**config.mk**
```make
export PLATFORM = sky130hd
export DESIGN_NAME = pipeline_stage_reg
export DESIGN_NICKNAME = d
export VERILOG_FILES = /design/src/rtl/pipeline_stage_reg.sv
export SDC_FILE = /design/constraint.sdc
export NUM_CORES = 1
export LEC_CHECK = 0
export CORE_MARGIN = 1.5
export CORE_UTILIZATION = 57
export CTS_CLUSTER_DIAMETER = 60
export CTS_CLUSTER_SIZE = 14
export DETAILED_ROUTE_END_ITERATION = 7
export DONT_BUFFER_PORTS = 1
export GPL_ROUTABILITY_DRIVEN = 0
export PLACE_DENSITY_LB_ADDON = 0.08
export SLEW_MARGIN = 30
export SYNTH_ARGS = -nofsm -noshare
export SYNTH_HDL_FRONTEND = slang
export SYNTH_SLANG_ARGS = --single-unit
```
**constraint.sdc**
```tcl
create_clock -name iClk -period 10.3 [get_ports iClk]
set_input_delay 1.03 -clock iClk [delete_from_list [all_inputs] [get_ports iClk]]
set_output_delay 1.03 -clock iClk [all_outputs]
set_load 0.01 [all_outputs]
```
**src/rtl/pipeline_stage_reg.sv**
```systemverilog
// ---------------------------------------------------------------------------
// pipeline_stage_reg
//
// Reusable handshaked register placed between two pipeline stages. The
// payload is an opaque WIDTH-bit vector: the producer packs its fields and
// the consumer unpacks them. On top of a plain register it provides
// valid/ready flow control, a hazard-unit stall, a flush that turns the
// stage into a bubble, an optional 2-entry skid buffer that takes oReady
// straight from a flop, and a saturating stall-cycle counter for debug.
//
// Parameters:
//   WIDTH        payload width in bits (>= 1)
//   BUBBLE_VALUE payload shown on oData whenever oValid is low
//   SKID         1: main + skid entry, registered oReady
//                0: single entry, combinational oReady
//   CNT_W        stall counter width (>= 1)
//
// Ports:
//   iClk       clock, rising edge
//   iRst       asynchronous active-high reset
//   iValid     upstream payload valid
//   oReady     this stage can accept a payload
//   iData      upstream payload
//   oValid     downstream payload valid
//   iReady     downstream can accept
//   oData      downstream payload (BUBBLE_VALUE when not valid)
//   iStall     hazard stall, behaves exactly like iReady = 0
//   iFlush     synchronous kill of every held entry
//   iClrCnt    synchronous clear of oStallCnt
//   oStallCnt  saturating count of cycles with oValid held by the consumer
// ---------------------------------------------------------------------------
module pipeline_stage_reg #(
  parameter int               WIDTH        = 128,
  parameter logic [WIDTH-1:0] BUBBLE_VALUE = '0,
  parameter int               SKID         = 1,
  parameter int               CNT_W        = 16
) (
  input  logic             iClk,
  input  logic             iRst,
  input  logic             iValid,
  output logic             oReady,
  input  logic [WIDTH-1:0] iData,
  output logic             oValid,
  input  logic             iReady,
  output logic [WIDTH-1:0] oData,
  input  logic             iStall,
  input  logic             iFlush,
  input  logic             iClrCnt,
  output logic [CNT_W-1:0] oStallCnt
);

  logic             mValid;
  logic [WIDTH-1:0] mData;
  logic             inFire;
  logic             dnRdy;
  logic             outFire;
  logic [CNT_W-1:0] stallCnt;

  // Handshake terms shared by both buffer styles. A hazard stall is folded
  // into the downstream ready so the rest of the logic only sees one hold.
  assign dnRdy   = iReady & ~iStall;
  assign outFire = mValid & dnRdy;
  assign inFire  = iValid & oReady;

  // The main entry always drives the outputs; an empty stage shows the
  // bubble instead of whatever stale payload is still sitting in mData.
  assign oValid    = mValid;
  assign oData     = mValid ? mData : BUBBLE_VALUE;
  assign oStallCnt = stallCnt;

  generate
    if (SKID != 0) begin : gSkid
      logic             sValid;
      logic [WIDTH-1:0] sData;

      // oReady comes only from the skid valid flop, which cuts the timing
      // path from the consumer's ready/stall back into the producer.
      assign oReady = ~sValid;

      // Two-entry skid buffer. When the main entry moves on (or is empty)
      // it refills from the skid entry first to keep FIFO order; only when
      // the skid entry is empty does the incoming payload go straight to M.
      // While M is held, an accepted payload parks in S, which then drops
      // oReady on the following cycle. Flush overrides every data move.
      always_ff @(posedge iClk or posedge iRst) begin
        if (iRst) begin
          mValid <= 1'b0;
          mData  <= '0;
          sValid <= 1'b0;
          sData  <= '0;
        end else if (iFlush) begin
          mValid <= 1'b0;
          sValid <= 1'b0;
        end else if (outFire || !mValid) begin
          if (sValid) begin
            mValid <= 1'b1;
            mData  <= sData;
            sValid <= inFire;
            if (inFire) begin
              sData <= iData;
            end
          end else if (inFire) begin
            mValid <= 1'b1;
            mData  <= iData;
          end else begin
            mValid <= 1'b0;
          end
        end else if (inFire) begin
          sValid <= 1'b1;
          sData  <= iData;
        end
      end
    end else begin : gNoSkid
      // Single entry: the stage can accept whenever it is empty or its
      // current payload leaves this cycle, so oReady follows iReady/iStall
      // combinationally.
      assign oReady = ~mValid | dnRdy;

      // Single-entry register. A new payload overwrites the departing one;
      // otherwise a delivered payload empties the entry. Flush wins.
      always_ff @(posedge iClk or posedge iRst) begin
        if (iRst) begin
          mValid <= 1'b0;
          mData  <= '0;
        end else if (iFlush) begin
          mValid <= 1'b0;
        end else if (inFire) begin
          mValid <= 1'b1;
          mData  <= iData;
        end else if (outFire) begin
          mValid <= 1'b0;
        end
      end
    end
  endgenerate

  // Stall counter: counts every cycle a valid payload is held by the
  // consumer (flush cycles included), sticks at all-ones, and a clear
  // request beats an increment in the same cycle.
  always_ff @(posedge iClk or posedge iRst) begin
    if (iRst) begin
      stallCnt <= '0;
    end else if (iClrCnt) begin
      stallCnt <= '0;
    end else if (mValid && !dnRdy && !(&stallCnt)) begin
      stallCnt <= stallCnt + 1'b1;
    end
  end

endmodule

```
## Word-level counts from Yosys, hierarchy flattened

Cells that the tools add are included.

| word-level totals | value |
|---|---|
| flip-flop bits (word level) | 274 |
| input port bits | 135 |
| word-level logic and storage cells | 42 |

| operators by class | value |
|---|---|
| eq/ne operators | 1 |
| muxes and demuxes | 16 |
| reductions and logical operators | 13 |
| bitwise logic cells | 6 |
| add/sub/neg operators | 1 |

Operator list:

| operator | count |
|---|---|
| two-way mux 128 bit | 6 |
| two-way mux 16 bit | 2 |
| adder 16 x 1 -> 16 bit (second input constant) | 1 |
| AND reduction 16 bit | 1 |
| two-way mux 1 bit | 8 |
| nonzero test 2 bit | 3 |
| bitwise AND 1 bit | 3 |
| zero test 1 bit | 3 |
| NOT 1 bit | 3 |
| AND reduction 3 bit | 1 |
| nonzero test 3 bit | 1 |
| logical AND 1 bit | 2 |
| inequality test 2 bit (second input constant) | 1 |
| AND reduction 2 bit | 1 |
| logical OR 1 bit | 1 |

## Depth between registers and ports, before layout

Gate-level depths: netlist (run 1).

| depth | value |
|---|---|
| word-level depth | 7 |
| mapped depth | 7 |
| gate-level depth less buffers | 5 |

## Least setup slack after synthesis (run 1)

No wires, ideal clock.

| path | value |
|---|---|
| path kind | input -> register |
| start | input port iStall |
| end | register gSkid.sData[101] |
| arrival | 2.169 ns |
| stages | 6 |
| path buffers | 3 |
| setup time | 0.128 ns |
| slack | 8.003 ns |
| cell sequence | nand2b_1 > buf_2 > nand4_1 > buf_2 > buf_2 > mux2_1 |

| between the ends | value |
|---|---|
| word-level cells in the longest chain between the ends | 6 |
| elaborated cells on any way between the ends | 7 |
| those cells by class | 1 x eq/ne; 1 x mux; 3 x bitwise; 2 x reduce/logical |

Ends and longest elaborated chain:

| element | RTL line | RTL |
|---|---|---|
| start, declared | 46 | `input logic iStall,` |
| NOT 1 bit * | 61 | `assign dnRdy = iReady & ~iStall;` |
| bitwise AND 1 bit * | 61 |  |
| bitwise AND 1 bit * | 62 | `assign outFire = mValid & dnRdy;` |
| logical OR 1 bit * | 94 | `end else if (outFire \|\| !mValid) begin` |
| inequality test 2 bit (no line) | - |  |
| AND reduction 2 bit (no line) | - |  |
| end signal, assigned | 100 | `sData <= iData;` |
| end signal, assigned | 110 | `sData <= iData;` |
| end, declared | 74 | `logic [WIDTH-1:0] sData;` |

Every way passes the cells marked *; elsewhere a longest branch is shown, timed or not.
A chain may end at the register's enable or synchronous reset.

## Final worst setup path (run 1)

| path | value |
|---|---|
| start | register mValid (netlist: oValid) |
| end | output port oData[96] |

| between the ends | value |
|---|---|
| word-level cells in the longest chain between the ends | 1 |

Ends and longest elaborated chain:

| element | RTL line | RTL |
|---|---|---|
| start, declared | 52 | `logic mValid;` |
| start signal, assigned | 87 | `mValid <= 1'b0;` |
| start signal, assigned | 92 | `mValid <= 1'b0;` |
| start signal, assigned | 96 | `mValid <= 1'b1;` |
| two-way mux 128 bit | 68 | `assign oData = mValid ? mData : BUBBLE_VALUE;` |
| end, declared | 45 | `output logic [WIDTH-1:0] oData,` |

No other way between the ends.

==> out/metrics.yaml, run 1 <==
final_core_util_pct: 62.1
diodes: 0
syn_inst: 1085
crit_slowest_cell: "dfrtp_4"
clk_pin_slew_ns: 0.06
setup_tns_ns: 0
setup_viol: 0
rsz0062_at_grt: "false"
clockBufferDepth: 3
post-route-period-util_pct: 32.4
grt_pass1_vias: 7279
critPathArrivalTime_ns: 2.31
start_util_pct: 58.7
post-place-ws_ns: 6.79
grt_util_met3_pct: 8.01
ctsHtreeMaxLevel: 1
wl_per_cell_um: 19.4
place_inst: 1294
synth-seq-area-share_pct: 54.9
max_stage_delay_ns: 0.73
cts_tree: "done"
crit_chain: "buf_4 > and2_1"
p_per_area_mw_per_mm2: 195
die_w_um: 151
final_max_slew_viol_count: 0
grt_max_degree: 150
leakagePower_nw: 5.38
yosys.area.top_type_share_pct: 54.9
hold_class: "in2async"
layout-drive-gt1-share_pct: 5.07
clock-root-buffer: "clkbuf_16"
core.rowCount: 53
fp.dieArea_mm2: 0.0228
drt_iter0_markers: 316
instances_no_fill: 1321
tightest_slew_ns: 1.05
fmax_ghz: 0.300
startpoint_type: "flop"
r2r_end: "mData[62]"
path_class: "reg2out"
async_reset_ff_share_pct: 100
avgViaCountPerCell: 5.79
synth_area_leaders: "dfrtp_1, mux2_1, mux2i_1"
syn_area_per_cell_um2: 11.5
r2r-start: "oValid"
drt_wl_total_mm: 25.6
fin_skew_ns: 0.0109
worst_slack_ns: 6.96
synthFlopType: "dfrtp_1"
cts.repair.resized: 0
vias: 7647
synth-seq-cells: 274
synth_edf_count: 0
area_growth_pct: 5.78
die_h_um: 151
status: "complete, no violations"
critPathMaxFanout: 84
cts_buffers: 23
ant_nets: 0
nets: 1180
drc: 0
ios: 281
yosys.cell_types.count: 34
required_ns: 9.27
antenna_found_initial: 0
clock_latency_ns: 0.50
period_needed_ns: 3.34
coreArea_mm2: 0.0213
final-hold-violation-count: 0
top_usage_layer: "met2"
use_met2_pct: 33.6
end_kind: "output port"
synth_top_cell_by_area: "dfrtp_1"
path_delay_family: "flip-flops"
cts_sinks: 274
syn_area_mm2: 0.0125
synth_warnings: 0
r2r_setup_slack_ns: 6.97
max-cap-violations: 0
grt_overflow_total: 0
path_buf_inv: 1
gr-usage-met1_pct: 29.7
post_cts_buffers: 0
ir_drop_mv: 0.133
post-dp-hpwl_mm: 16.1
syn_nets: 1221
cts_hold_buf: 0
grt.total_usage_pct: 21.9
grt_pass1_wl_mm: 39.8
worstRegToRegCells: 6
io_buffers: 0
dr.pass1.iters: 6
max_slew_margin_pct: 30.3
## power breakdown
group          switching (mW)  internal, mW  leakage, nW
sequential              0.113          1.31         3.20
combinational           0.200         0.176         1.88
clock                   0.359         0.424        0.301
total                   0.673          1.91         5.38
## per-stage QoR
stage | total power [mW] | hold slack [ns] | cell area (um2)
after floorplan | 1.74 | 0.464 | 12500
after global placement | 1.80 | 0.473 | 12600
final | 2.58 | 0.440 | 13200
after detailed placement | 1.83 | 0.481 | 12600
after global routing | 2.73 | 0.500 | 13200
after CTS | 2.62 | 0.495 | 13200
## how the worst max path moves through the flow
stage           start               to  depth (start not counted)  slack (ns)
2_1_floorplan    iRst   gSkid.sData[0]                          1        1.72
3_3_place_gp   iStall  gSkid.sData[41]                          5        6.64
3_5_place_dp   iStall        mData[62]                          6        6.79
4_1_cts        oValid        oData[93]                          2        6.90
5_1_grt        oValid        mData[55]                          6        6.67
6_report       oValid        oData[96]                          2        6.96
## cells by family after synthesis
logic type / count (synthesis) / synth area share, %
simple gates: 312 / 13.3
flops: 274 / 54.9
mux: 261 / 22.2
compound gates: 155 / 6.51
buf+inv: 82 / 3.01
fa+ha+maj: 1 / 0.100
## flip-flops by register name, summed over array words and instances, names as in the netlist
name and count:
gSkid.sData 128, mData 128, oValid 1, gSkid.sValid 1
oStallCnt 16
## metal layers
metal | vias to the layer above | routed length [um]
li1 | 3644 | -
met1 | 3764 | 11000
met2 | 206 | 11600
met3 | 33 | 2520
met4 | 0 | 531
met5 | - | 0
## worst reg2reg max path: cells and delay by family (launching register included)
| family | cells | cell delay (ns) |
|---|---|---|
| AO/OA/AOI/OAI | 2 | 0.54 |
| buffers and inverters | 3 | 1.92 |
| flip-flops | 1 | 0.67 |
| AND/OR/NAND/NOR | 1 | 0.12 |
## cell type report
| type | count | area (um2) |
|---|---|---|
| Fill cell | 1726 | 8070 |
| Sequential cell | 274 | 6860 |
| Tap cell | 275 | 344 |
| Multi-Input combinational cell | 729 | 5270 |
| Clock buffer | 26 | 587 |
| Inverter | 7 | 38.8 |
| Timing Repair Buffer | 9 | 83.8 |
| Clock inverter | 1 | 30.0 |
## layout by cell type, fill, tap and decap left out, drive strengths merged
master / count
and4: 3
or3: 3
o31a: 2
nand2b: 1
nand3: 5
inv: 7
ha: 1
nor4: 5
o31ai: 7
o21a: 1
nand2: 10
bufinv: 1
nand4b: 1
nor3: 4
nor2: 135
nand4: 6
o21ai: 3
dfrtp: 274
or4: 6
mux2i: 129
a211oi: 2
nor2b: 4
buf: 9
clkbuf: 26
and2: 129
a21oi: 140
mux2: 132
## synthesized netlist by cell type, types with 2 or more instances
cell type,n
dfrtp_1,274
mux2i_1,129
nand4_1,4
and4_1,2
nand3_1,5
mux2_1,124
nor2b_1,4
nor4_1,3
o31a_1,2
mux2_2,8
nor3_2,2
o31ai_1,7
clkbuf_1,19
inv_1,7
nand4_2,2
a21oi_1,140
o21ai_0,3
buf_2,55
or3_1,3
nor2_1,135
nor3_1,2
and2_1,129
nand2_1,10
or4_1,6
Power figures use the tool's default switching activity.
==> run 2, diff against run 1 <==
==> constraint.sdc (replaced) <==
create_clock -name iClk -period 3.2 [get_ports iClk]
set_input_delay 0.32 -clock iClk [delete_from_list [all_inputs] [get_ports iClk]]
set_output_delay 0.32 -clock iClk [all_outputs]
set_load 0.01 [all_outputs]
==> out/metrics.yaml, run 2 (synthesized netlist as in run 1, its figures left out) <==
status: "complete, no violations"
cts_buffers: 24
r2r_setup_slack_ns: 1.02
clockBufferDepth: 3
nets: 1320
swShare_pct: 26.3
ir_drop_mv: 0.513
antenna_found_initial: 0
grt.total_usage_pct: 25.1
io_buffers: 0
ctsHtreeMaxLevel: 1
clock-root-buffer: "clkbuf_16"
mostFrequentLayoutCell: "dfrtp_1"
setup_tns_ns: 0
start_util_pct: 58.7
cts_tree: "done"
layout-drive-gt1-share_pct: 5.46
ios: 281
leakagePower_nw: 6.02
hold_path_depth: 2
die_w_um: 151
r2r_end: "oStallCnt[2]"
startpoint_type: "flop"
cts.repair.resized: 0
end_kind: "output port"
fmax_ghz: 0.377
fp.dieArea_mm2: 0.0228
rsz0062_at_grt: "false"
critPathArrivalTime_ns: 2.33
hold_end: "mData[20]"
die_h_um: 151
drc: 0
fin_hold_ws_ns: 0.0220
vias: 8332
core.rowCount: 53
final-hold-violation-count: 0
hold_class: "in2reg"
grt_pass1_vias: 8518
coreArea_mm2: 0.0213
diodes: 0
post-route-period-util_pct: 82.9
grt_max_degree: 151
grt_overflow_total: 0
worstRegToRegCells: 4
clock_latency_ns: 0.51
power_frac_seq_pct: 52.8
max-cap-violations: 0
place_inst: 1302
path_class: "reg2out"
layout_common_cells: "dfrtp_1, a21oi_1, nor2_1"
ant_nets: 0
setup_viol: 0
final_max_slew_viol_count: 0
period_needed_ns: 2.65
max_slew_margin_pct: 41.4
clk_pin_slew_ns: 0.07
p_sw_mw: 2.28
drt_iter0_markers: 349
power_frac_comb_pct: 16.1
power.internal_mw: 6.39
post-dp-hpwl_mm: 17.0
wl_per_cell_um: 19.6
fin_skew_ns: 0.0129
instances_no_fill: 1466
tightest_slew_ns: 0.880
avgViaCountPerCell: 5.68
min-delay-start: "iData[20]"
dr.pass1.iters: 4
r2r-start: "oValid"
grt_pass1_wl_mm: 45.3
cts_sinks: 274
p_per_area_mw_per_mm2: 589
p_clk_share_pct: 31.2
drt_wl_total_mm: 28.7
n_fill_cell: 1580
area_growth_pct: 17.9
required_ns: 2.88
critPathMaxFanout: 37
[run 2: changes by cell type in the layout (fill, tap and decap cells not counted)]
cell and delta:
clkinvlp_4 +1, inv_8 +1, inv_12 -1, buf_6 +1, buf_4 +1, clkinv_2 +1
buf_12 +6, clkbuf_16 +2, clkbuf_1 +2, dlygate4sd3_1 +131
[run 2: cell type report]
class / count / area [um2] / area share [%]
clock inverter: 3 / 46.3 / 0.314
multi-input combinational: 729 / 5270 / 35.8
sequential: 274 / 6860 / 46.6
tap: 275 / 344 / 2.34
clock buffer: 30 / 644 / 4.37
inverter: 7 / 30.0 / 0.204
timing repair buffer: 148 / 1530 / 10.4
[run 2: power groups by stage]
stage	Clock (mW)	Combinational, mW	Sequential [mW]
CTS	2.77	1.41	4.58
detailed placement	0	1.27	4.64
global route	2.90	1.56	4.68
finish	2.70	1.39	4.58
global placement	0	1.22	4.60
floorplan	0	1.07	4.53
[run 2: through the flow]
| step | utilization (%) | power, mW | setup slack [ns] | instance area, um2 |
|---|---|---|---|---|
| after detailed placement | 59.8 | 5.91 | 0.964 | 12700 |
| after floorplan | - | 5.60 | -0.743 | 12500 |
| after CTS | 69.2 | 8.76 | 0.517 | 14700 |
| after global placement | 59.7 | 5.82 | 0.978 | 12700 |
| after global routing | 69.2 | 9.14 | 0.460 | 14700 |
| final | 69.2 | 8.67 | 0.548 | 14700 |
[run 2: how the worst max path moves through the flow]
| stage | from | end | slack, ns |
|---|---|---|---|
| final | gSkid.sValid | oReady | 0.55 |
| after global routing | gSkid.sValid | oReady | 0.46 |
| after CTS | gSkid.sValid | oReady | 0.52 |
| after detailed placement | iStall | gSkid.sData[99] | 0.96 |
| after global placement | iStall | gSkid.sData[94] | 0.98 |
| after floorplan | iRst | gSkid.sData[0] | -0.74 |
[run 2: worst max-delay path, cell delays in order, from the launching register on]
cell,delay (ns)
dfrtp_4,0.43
buf_4,0.48
buf_4,0.64
inv_1,0.20
[run 2: per-layer routing]
layer | track usage (%) | vias to the layer above | part of all wire, %
li1 | - | 3938 | -
met3 | 5.81 | 51 | 6.8
met2 | 40.3 | 239 | 46
met1 | 34.2 | 4104 | 44
met5 | 0 | - | 0
met4 | 7.14 | 0 | 2.7
[run 2: what timing repair did]
item | in CTS | in global routing
buffers inserted | 0 | 0
setup endpoints to repair | 0 | 0
hold endpoints to repair | 156 | 0
hold buffers | 131 | 0
==> run 3, diff against run 2 <==
==> constraint.sdc (replaced) <==
create_clock -name iClk -period 2.5 [get_ports iClk]
set_input_delay 0.25 -clock iClk [delete_from_list [all_inputs] [get_ports iClk]]
set_output_delay 0.25 -clock iClk [all_outputs]
set_load 0.01 [all_outputs]
==> out/metrics.yaml, run 3 (synthesized netlist as in run 1, its figures left out) <==
status: "complete, no violations"
design_area_mm2: 0.0148
ios: 281
cts_hold_buf: 133
dpl-instance-area_mm2: 0.0128
critPathArrivalTime_ns: 1.97
max-cap-violations: 0
clk_pin_slew_ns: 0.07
grt_pass1_vias: 8254
post-route-period-util_pct: 88.9
clock-root-buffer: "clkbuf_16"
drt_wl_total_mm: 27.0
fmax_ghz: 0.450
instances_no_fill: 1469
antenna_found_initial: 1
drc: 0
place_inst: 1302
worst_slack_ns: 0.276
ctsHtreeMaxLevel: 1
rsz0062_at_grt: "false"
post_cts_buffers: 0
post-dp-hpwl_mm: 17.0
coreArea_mm2: 0.0213
end_kind: "output port"
clock_latency_ns: 0.51
leakagePower_nw: 6.07
grt.total_usage_pct: 23.4
final-hold-violation-count: 0
dr.pass1.iters: 4
setup_viol: 0
p_per_area_mw_per_mm2: 766
mostFrequentLayoutCell: "dfrtp_1"
die_h_um: 151
grt_max_degree: 121
vias: 8247
core.rowCount: 53
cts_sinks: 274
final_max_slew_viol_count: 0
layout_common_cells: "dfrtp_1, a21oi_1, nor2_1"
fp.dieArea_mm2: 0.0228
cts_tree: "done"
die_w_um: 151
path_class: "reg2out"
fin_skew_ns: 0.0124
n_fill_cell: 1577
grt_overflow_total: 0
cts.repair.resized: 0
critPathMaxFanout: 70
ant_nets: 0
grt_pass1_wl_mm: 42.7
post-place-ws_ns: 0.582
cts_buffers: 24
tightest_slew_ns: 0.975
max_slew_margin_pct: 35.0
io_buffers: 0
required_ns: 2.25
start_util_pct: 58.7
startpoint_type: "flop"
avgViaCountPerCell: 5.61
drt_iter0_markers: 299
period_needed_ns: 2.22
nets: 1322
hold_class: "in2reg"
wl_per_cell_um: 18.4
area_growth_pct: 18.8
ir_drop_mv: 0.588
final_core_util_pct: 69.8
layout-drive-gt1-share_pct: 5.70
clockBufferDepth: 3
[run 3: cell types whose count changed in the layout (fill, tap and decap cells not counted)]
| cell | change |
|---|---|
| inv_8 | -1 |
| dlygate4sd3_1 | +2 |
| buf_4 | -1 |
| clkbuf_1 | -3 |
| buf_12 | +3 |
| buf_6 | -2 |
| bufinv_16 | +2 |
| diode_2 | +1 |
| clkbuf_8 | +2 |
[run 3: path summary, 6_finish.rpt]
kind | startpoint | end | depth (start not counted) | slack, ns
min in group asynchronous | iRst | gSkid.sData[66] | 2 | 0.17
worst min-delay path | iFlush | mData[74] | 3 | 0.12
worst min register to register | gSkid.sData[22] | gSkid.sData[22] | 1 | 0.49
worst max-delay path | oValid | oData[94] | 2 | 0.28
max in group asynchronous | iRst | gSkid.sData[7] | 3 | 1.50
worst max register to register | gSkid.sValid | mData[19] | 6 | 0.55
[run 3: per-layer routing]
layer  part of all wire [%]  GRT usage (%)  vias to the layer above  wire length (um)
met5                      0              0                        -                 0
met4                    2.3           6.26                        0               630
met3                    5.9           4.55                       41              1600
met2                     48           39.5                      193             13100
met1                     43           30.8                     4064             11700
li1                       -              -                     3949                 -
[run 3: per-stage QoR]
| step | hold WS [ns] | setup TNS [ns] | total power [mW] |
|---|---|---|---|
| global placement | 0.0777 | 0 | 7.46 |
| CTS | 0.113 | 0 | 11.5 |
| global route | 0.136 | 0 | 12.0 |
| detailed placement | 0.0774 | 0 | 7.56 |
| floorplan | 0.313 | -376.31 | 7.16 |
| finish | 0.124 | 0 | 11.4 |
[run 3: final cells by class]
cell class	count	area, um2	area share [%]
tap	275	344	2.32
inverter	7	30.0	0.202
clock inverter	4	95.1	0.640
antenna	1	2.50	0.0169
clock buffer	29	661	4.45
multi-input combinational	729	5270	35.5
sequential	274	6860	46.2
timing repair buffer	150	1580	10.7
[run 3: worst max-delay path, cell delays in order (launching register included)]
cell	delay (ns)
dfrtp_4	0.54
buf_4	0.52
and2_1	0.33
[run 3: report_power, final]
group	leakage, nW	internal [mW]	switching [mW]
Combinational	2.50	0.886	0.928
Sequential	3.20	5.39	0.468
Clock	0.371	2.15	1.55
Total	6.07	8.43	2.95
